[src/rtl/adc_sample_reader.sv]
// Serial capture front end for an ADC128S022-class 8-channel, 12-bit converter.
// It runs back-to-back conversion frames while en is high and tags each result with its channel.
module adc_sample_reader #(
  parameter int CLK_DIV    = 25,
  parameter int GAP_CYCLES = 25
) (
  input  logic        sys_clk,
  input  logic        sys_rst,
  input  logic        en,
  input  logic [2:0]  ch,
  output logic        adc_cs_n,
  output logic        adc_sclk,
  output logic        adc_din,
  input  logic        adc_dout,
  output logic [11:0] sample,
  output logic [7:0]  sample8,
  output logic [2:0]  sample_ch,
  output logic        sample_valid,
  output logic        busy
);

  localparam int CNT_MAX = ((CLK_DIV > GAP_CYCLES) ? CLK_DIV : GAP_CYCLES) + 1;
  localparam int CNT_W   = $clog2(CNT_MAX + 1);
  localparam logic [CNT_W-1:0] DIV_LAST = CNT_W'(CLK_DIV - 1);
  localparam logic [CNT_W-1:0] GAP_LAST = CNT_W'(GAP_CYCLES);

  typedef enum logic [2:0] {IDLE, SETUP, SHIFT, HOLD, GAP} state_t;

  state_t           r_state;
  logic [CNT_W-1:0] r_cnt;
  logic [3:0]       r_bit;
  logic             r_high;
  logic [2:0]       r_curCh;
  logic [2:0]       r_prevCh;
  logic             r_sync1;
  logic             r_sync2;
  logic [11:0]      r_shift;
  logic             r_csN;
  logic             r_sclk;
  logic             r_din;
  logic [11:0]      r_sample;
  logic [7:0]       r_sample8;
  logic [2:0]       r_sampleCh;
  logic             r_valid;
  logic             r_busy;

  logic [3:0]       w_nextBit;
  logic             w_nextDin;

  assign w_nextBit = r_bit + 4'd1;

  // Address bits ADD2..ADD0 occupy bit slots 2..4 of the control word.
  always_comb begin
    w_nextDin = 1'b0;
    case (w_nextBit)
      4'd2:    w_nextDin = r_curCh[2];
      4'd3:    w_nextDin = r_curCh[1];
      4'd4:    w_nextDin = r_curCh[0];
      default: w_nextDin = 1'b0;
    endcase
  end

  always_ff @(posedge sys_clk or posedge sys_rst) begin
    if (sys_rst) begin
      r_state    <= IDLE;
      r_cnt      <= '0;
      r_bit      <= '0;
      r_high     <= 1'b0;
      r_curCh    <= '0;
      r_prevCh   <= '0;
      r_sync1    <= 1'b0;
      r_sync2    <= 1'b0;
      r_shift    <= '0;
      r_csN      <= 1'b1;
      r_sclk     <= 1'b1;
      r_din      <= 1'b0;
      r_sample   <= '0;
      r_sample8  <= '0;
      r_sampleCh <= '0;
      r_valid    <= 1'b0;
      r_busy     <= 1'b0;
    end else begin
      r_sync1 <= adc_dout;
      r_sync2 <= r_sync1;
      r_valid <= 1'b0;
      case (r_state)
        IDLE: begin
          r_csN  <= 1'b1;
          r_sclk <= 1'b1;
          r_din  <= 1'b0;
          r_busy <= 1'b0;
          if (en) begin
            r_curCh <= ch;
            r_csN   <= 1'b0;
            r_busy  <= 1'b1;
            r_cnt   <= '0;
            r_state <= SETUP;
          end
        end
        SETUP: begin
          if (r_cnt == DIV_LAST) begin
            r_cnt   <= '0;
            r_bit   <= '0;
            r_high  <= 1'b0;
            r_sclk  <= 1'b0;
            r_din   <= 1'b0;
            r_state <= SHIFT;
          end else begin
            r_cnt <= r_cnt + 1'b1;
          end
        end
        SHIFT: begin
          if (r_cnt != DIV_LAST) begin
            r_cnt <= r_cnt + 1'b1;
          end else begin
            r_cnt <= '0;
            if (!r_high) begin
              r_high <= 1'b1;
              r_sclk <= 1'b1;
            end else begin
              // Only a 12-bit window is kept; the four leading zeros fall off the top.
              r_shift <= {r_shift[10:0], r_sync2};
              r_high  <= 1'b0;
              if (r_bit == 4'd15) begin
                r_state <= HOLD;
              end else begin
                r_bit  <= w_nextBit;
                r_sclk <= 1'b0;
                r_din  <= w_nextDin;
              end
            end
          end
        end
        HOLD: begin
          if (r_cnt == DIV_LAST) begin
            r_cnt      <= '0;
            r_csN      <= 1'b1;
            r_din      <= 1'b0;
            r_sample   <= r_shift;
            r_sample8  <= r_shift[11:4];
            r_sampleCh <= r_prevCh;
            r_prevCh   <= r_curCh;
            r_valid    <= 1'b1;
            r_state    <= GAP;
          end else begin
            r_cnt <= r_cnt + 1'b1;
          end
        end
        GAP: begin
          // The valid cycle plus GAP_CYCLES more keep CS_n high before the next frame.
          if (r_cnt == GAP_LAST) begin
            r_cnt <= '0;
            if (en) begin
              r_curCh <= ch;
              r_csN   <= 1'b0;
              r_state <= SETUP;
            end else begin
              r_busy  <= 1'b0;
              r_state <= IDLE;
            end
          end else begin
            r_cnt <= r_cnt + 1'b1;
          end
        end
        default: r_state <= IDLE;
      endcase
    end
  end

  assign adc_cs_n     = r_csN;
  assign adc_sclk     = r_sclk;
  assign adc_din      = r_din;
  assign sample       = r_sample;
  assign sample8      = r_sample8;
  assign sample_ch    = r_sampleCh;
  assign sample_valid = r_valid;
  assign busy         = r_busy;

endmodule

[config.mk]
export PLATFORM = sky130hd
export DESIGN_NAME = adc_sample_reader
export DESIGN_NICKNAME = d
export VERILOG_FILES = /design/src/rtl/adc_sample_reader.sv
export SDC_FILE = /design/constraint.sdc
export NUM_CORES = 1
export LEC_CHECK = 0
export BUFFER_PORTS_ARGS = -buffer_cell sky130_fd_sc_hd__buf_2
export CAP_MARGIN = 20
export CORE_MARGIN = 2
export CORE_UTILIZATION = 39
export CTS_CLUSTER_DIAMETER = 200
export CTS_CLUSTER_SIZE = 28
export DETAILED_ROUTE_END_ITERATION = 8
export GPL_TIMING_DRIVEN = 0
export SETUP_SLACK_MARGIN = 0.1
export SLEW_MARGIN = 30
export SYNTH_ARGS = -nofsm -noshare
export SYNTH_HDL_FRONTEND = slang
export SYNTH_SLANG_ARGS = --single-unit
[constraint.sdc]
create_clock -name sys_clk -period 4.1 [get_ports sys_clk]
set_input_delay 0 -clock sys_clk [delete_from_list [all_inputs] [get_ports sys_clk]]
set_output_delay 0 -clock sys_clk [all_outputs]
set_load 0.01 [all_outputs]
==> results of run 1 <==
[placed cells by master, fill, tap and decap left out, drive strengths merged, types with 2 or more instances in the layout]
cell type     n
dfrtp        51
buf          51
mux2         36
inv          11
clkbuf        9
nand3         8
nor2          7
a21oi         7
ha            6
dlygate4sd3   6
nand2         6
xnor2         3
nor3b         3
nor2b         3
a21o          3
a22o          3
a31oi         3
nor3          3
o21bai        2
a22oi         2
nor4          2
o21ai         2
dfstp         2
clkinvlp      2
nand4b        2
or2           2
[registers in the layout, summed over array words and instances (netlist names)]
register,count
adc_cs_n,1
adc_din,1
adc_sclk,1
busy,1
r_bit,4
r_cnt,5
r_curCh,3
r_high,1
r_prevCh,3
r_shift,12
r_state,3
r_sync1,1
r_sync2,1
sample,12
sample_ch,3
sample_valid,1
[report_power, final]
part           leakage (nW)  switching [W]  internal [W]
logic                 0.814       0.000129      0.000116
clock network        0.0374       0.000174      0.000121
registers             0.716      0.0000350      0.000566
[synth_stat cells, types with 5 or more instances]
| library cell | n |
|---|---|
| ha_1 | 6 |
| dfrtp_1 | 51 |
| mux2_2 | 24 |
| nor2_1 | 6 |
| buf_4 | 12 |
| inv_1 | 11 |
| nand2_1 | 5 |
| nand3_1 | 8 |
| a21oi_1 | 6 |
| mux2_4 | 10 |
[metrics by stage]
| stage | worst slack [ns] | cells | power, W | utilization | instance area, µm² |
|---|---|---|---|---|---|
| after floorplan | 2.41 | 203 | 0.000793 | - | 2550 |
| after global placement | 2.12 | 314 | 0.000848 | 0.443 | 2810 |
| after detailed placement | 2.24 | 315 | 0.000854 | 0.448 | 2840 |
| after CTS | 2.23 | 329 | 0.00116 | 0.471 | 2990 |
| after global routing | 2.15 | 329 | 0.00122 | 0.471 | 2990 |
| final | 2.25 | 329 | 0.00114 | 0.471 | 2990 |
[worst min-delay path, stage by stage]
cell           delay [ns]
dlygate4sd3_1        0.53
buf_2                0.13
inv_4                0.11
[path summary, 6_finish.rpt]
kind / start / cells after the start / to / slack (ns)
worst max-delay path: r_cnt[0] / 7 / sample[7] / 2.25
worst min-delay path: sys_rst / 3 / sample_ch[1] / 0.11
worst max register to register: r_cnt[0] / 7 / sample[7] / 2.25
worst min register to register: r_sync1 / 0 / r_sync2 / 0.37
max in group asynchronous: sys_rst / 4 / adc_sclk / 3.50
min in group sys_clk: adc_dout / 2 / r_sync1 / 0.34
[layout make-up]
cell class | instances | area, µm²
Clock inverter | 2 | 15.0
Inverter | 11 | 43.8
Timing Repair Buffer | 41 | 258
Sequential cell | 53 | 1330
Clock buffer | 6 | 72.6
Buffer | 19 | 134
Tap cell | 77 | 96.3
Fill cell | 590 | 3360
Multi-Input combinational cell | 120 | 1040
[layer usage]
layer,up-vias,wire length [µm]
met5,-,0
met4,0,72
met3,8,170
met1,797,2170
li1,804,-
met2,32,2020
[cell families (layout without fill, tap and decap cells)]
group,after synthesis,in the layout
DFF,53,53
and+or+nand+nor,44,44
muxes,37,37
AOI/OAI and AO/OA,30,30
buffers and inverters,30,79
adders and majority gates,6,6
xor gates and xnor gates,3,3
==> results.md, run 1 <==
- Syn Nets: 216
- Clock root buffer: clkbuf_8
- Setup crit end kind: flip-flop
- Via-to-Cell Ratio: roughly 5
- Setup TNS Final: 0 ns
- Adder-Cell Fraction of Synth Area: 0.0295
- Worst Tran Pin Value: 0.399 ns
- Status: finished clean
- DRC: 0
- ANT nets after route: 0
- Crit path kind: flip-flop to flip-flop
- Crit path max-delay family: buffers and inverters
- Share of cells above drive strength 1: 0.405
- Area share of the largest cell type after synthesis: 0.501
- Gr usage total: 0.136
- Simple-Gate Fraction of Synth Area: 0.106
- Post-CTS resize count: 0
- Largest family of logic cells by synthesized area: multiplexers
- Worst path cell trace: inv_1 > ha_1 > and4b_1 > buf_2 > nand3_1 > buf_4 > mux2_2
- Slew Viols, Final: 0
- Register bit total from synthesis: 53
- H-tree lvl count: 2
- Clock transition at the registers of the reported paths: about 0.090 ns
- Compound-Gate Fraction of Synth Area: 0.0860
- Initial core utilization: 0.401
- Crit path launch type: flip-flop
- Final #Nets: 264
- Met3 Track Usage GR: 0.0360
- Syn Area/Cell: 12.5 µm²
- CP max stage delay: 0.42 ns
- Core ar.: roughly 6300 µm²
- Worst Path Required: roughly 4.3 ns
- Dominant synthesized flop cell: dfrtp_1
- CTS Hold Bufs: 6
- WL/cell: 13.5 µm
- Post-layout min period: 1.85 ns
- GR Util met1: 0.183
- Count of maximum capacitance violations: 0
- Ys Warns: 0
- Die Area: 7190 µm²
- RSZ-0062 raised after global routing: false
- Synth cell types: about 50
- Seq/Total Area, Yosys: 0.522
- Tcrit/Tclk final: 0.451
- Fraction of registers with async set/reset: 1.00
- Total Wirelength: 4.44 mm
- Chip Width: 84.8 µm
- Hpwl dp: approximately 3.1 mm
- Rel. slew slack: 0.734
- CTS Sinks: 53
- Post-synth top area cell: dfrtp_1
- Initial drt markers: 40
- Final Hold Viols: 0
- Power Density: 382 nW/µm²
- M2 GR Usage: 0.213
- Antenna cells: 0
- Clock Latency Late Sink: 0.31 ns
- Post-synth EDFFs: 0
- CTS max path bufs: 2
- Largest net degree at the start of global routing: 48
- Maximum clock rate: 541 MHz
- GR peak layer: met2
- Dominant cells by area after synthesis: dfrtp_1, mux2_2, mux2_4
- Slowest stage cell, crit path: dfrtp_1
- Chip Height: 84.8 µm
- Via count: ~1,600
- CP bufs+invs: 3
- Post-synthesis instance total: 203
- IO Pins: 35
- CTS tree: yes
- Area delta synth->final: 17.4%
- Row count: 29
- First-pass GRT wire length: 7.78 mm
- Antenna violations before repair: 0
- Mapped Area: 2550 µm²
- # Post-CTS Setup Buffers: 0
- GRT Residual Overflow: 0
- Mux cell area share after synthesis: 0.178
- LEAKAGE: 1.57 nW
- Xor/xnor share of the synthesized area: 0.0103
- Final hold slack: 0.115 ns
- Post-Route Skew: ~0.011 ns
- Hold Crit Class: input port to asynchronous set/reset pin
- CP max FO: 10
- First drt pass iteration count: 4
- VDD IR max: about 0.24 mV
- Vias in the first global route: 1,661
- RePlAce Congestion: 0.830
- Buffers added on ports: 34
- Clock buffer count from CTS: 5
- CP arrival: 2.05 ns
- Endpoints failing setup: 0
No activity file was read; power rests on OpenSTA's default activity.
==> run 2, diff against run 1 <==
Settings changed: ABC_AREA set to 1.
Clock period 4.1 ns to 1.7 ns, I/O delays scaled along.
==> results.md, run 2 <==
- Status: finished clean
- Initial core utilization: 0.398
- Largest net degree at the start of global routing: 50
- Area share of the largest cell type after synthesis: 0.511
- VDD IR max: ~0.35 mV
- Endpoints failing setup: 0
- Slew Viols, Final: 0
- Initial drt markers: between 70 and 80
- Synth cell count leaders: nand2_1, dfrtp_1, o21ai_0, inv_1, nand3_1
- Register bit total from synthesis: 53
- Crit path kind: flip-flop to flip-flop
- Final Cell Area: 3040 µm²
- Syn Nets: 308
- RePlAce Congestion: 0.880
- Post-synth EDFFs: 0
- R2R cell count: 8
- IO Pins: 35
- CTS Sinks: 53
- Row count: 29
- Fraction of registers with async set/reset: 1.00
- Post-Route Skew: 0.00616 ns
- Final #Nets: between 300 and 400
- First drt pass iteration count: 4
- ANT nets after route: 0
- Maximum clock rate: between 600 and 700 MHz
- CP arrival: 1.69 ns
- Dominant synthesized flop cell: dfrtp_1
- Hpwl dp: 3.41 mm
- Post-synthesis instance total: slightly below 300
- DP Area: between 2000 and 3000 µm²
- Total Wirelength: 4.76 mm
- Syn Area/Cell: 8.47 µm²
- Power Density: 671 nW/µm²
- GRT Residual Overflow: 0
- H-tree lvl count: 2
- Count of maximum capacitance violations: 0
- Clock root buffer: clkbuf_8
- Gr usage total: 0.147
- Ys Warns: 0
- Tcrit/Tclk final: 0.859
- Seq/Total Area, Yosys: 0.532
- Buffers added on ports: 34
- Antenna violations before repair: 0
- Core ar.: between 6000 and 7000 µm²
- Die Area: 7060 µm²
- Crit path launch type: flip-flop
- Clock buffer count from CTS: 5
- Worst Tran Pin Value: 0.269 ns
- Post-layout min period: 1.46 ns
- Most frequent cells in the layout: nand2_1, dfrtp_1, o21ai_0, buf_2, inv_1
- Via-to-Cell Ratio: 4.72
- Clock transition at the registers of the reported paths: ~0.1 ns
- WL/cell: 11.2 µm
- Top-count cell post-synth: nand2_1
- Post-synth top area cell: dfrtp_1
- Clock Latency Late Sink: 0.31 ns
- DRC: 0
- Hold Crit Class: input port to flip-flop
- Dpl ws: -0.0192 ns
- Vias in the first global route: 1,926
- Setup crit end kind: flip-flop
- Hold path depth: 3
- CTS tree: yes
- Worst Path Required: just under 2 ns
- Area delta synth->final: 21.5%
- Rel. slew slack: 0.820
- First-pass GRT wire length: 8.51 mm
- LEAKAGE: 1.57 nW
- Synth cell types: 25
- Setup WS post-layout: 0.240 ns
- CTS max path bufs: 2
- PnR Total Power: ~0.0020 W
- Dominant cells by area after synthesis: dfrtp_1, nand2_1, o21ai_0
- Chip Height: ~84 µm
- CP max FO: 10
- Final Hold Viols: 0
- Chip Width: 84.0 µm
- Via count: roughly 2,000
- Leading cell type in the layout, fill and taps excluded: nand2_1
- Mapped Area: 2500 µm²
- Share of cells above drive strength 1: 0.239
- Antenna cells: 0
- RSZ-0062 raised after global routing: false
## run 2: cell types whose count changed in the layout (fill, tap and decap cells not counted), moves of 6 or more
cell and change:
nand2_1 +84, o21ai_0 +38, mux2_2 -24, inv_1 +23, mux2_4 -10, nand3_1 +10
nor2_1 +6
## run 2: where the power goes
group	internal [W]	leakage (nW)	switching, W
logic	0.0000219	0.829	0.0000330
clock network	0.000293	0.0445	0.000424
registers	0.00126	0.698	0.00000154
## run 2: cell type report
| cell class | instances | area, µm² |
|---|---|---|
| tap | 77 | 96.3 |
| sequential | 53 | 1330 |
| multi-input combinational | 191 | 971 |
| clock buffer | 5 | 68.8 |
| buffer | 14 | 120 |
| inverter | 37 | 141 |
| timing repair buffer | 45 | 285 |
| fill | 622 | 3240 |
| clock inverter | 3 | 21.3 |
## run 2: path summary, 6_finish.rpt
check                           slack [ns]  startpoint            to
worst min register to register        0.37     r_sync1       r_sync2
min in group asynchronous             0.10     sys_rst  sample_ch[1]
worst max-delay path                  0.24    r_cnt[0]    r_shift[0]
worst max register to register        0.24    r_cnt[0]    r_shift[0]
worst min-delay path                  0.02          en          busy
max in group asynchronous             1.10     sys_rst      adc_sclk
## run 2: metrics by stage
| stage | instances | TNS [ns] | util | hold slack (ns) |
|---|---|---|---|---|
| 2_1_floorplan | 295 | 0 | - | 0.0314 |
| 3_3_place_gp | 406 | -13.33 | 0.441 | 0.117 |
| 3_5_place_dp | 407 | -0.0452 | 0.445 | -0.111 |
| 4_1_cts | 424 | 0 | 0.477 | 0.00602 |
| 5_1_grt | 425 | 0 | 0.484 | 0.0151 |
| 6_report | 425 | 0 | 0.484 | 0.0214 |
## run 2: critical path, stage by stage, from the launching register on
cell,delay [ns]
dfrtp_1,0.40
inv_2,0.09
ha_4,0.15
nand4_4,0.12
nor3_4,0.22
buf_4,0.15
buf_6,0.13
nand2_1,0.05
o21ai_0,0.07
## run 2: per-layer routing
metal	track usage	part of all wire
met4	0.0499	0.017
met2	0.250	0.48
met5	0	0
met3	0.0356	0.033
met1	0.183	0.47
## run 2: cell families after synthesis
group | count (synthesis) | synth area share
xor gates and xnor gates | 2 | 0.00701
buffers and inverters | 51 | 0.0966
DFF | 53 | 0.532
adders and majority gates | 6 | 0.0300
AOI/OAI and AO/OA | 48 | 0.0981
and+or+nand+nor | 135 | 0.236
## run 2: repair_timing
item | 4_1_cts | 5_1_grt
resized for setup | 8 | 14
endpoints found under the setup margin | 30 | 46
gates cloned | 0 | 0
hold buffers | 5 | 0
pin swaps | 2 | 0
setup buffers | 4 | 1
hold endpoints to repair | 55 | 0
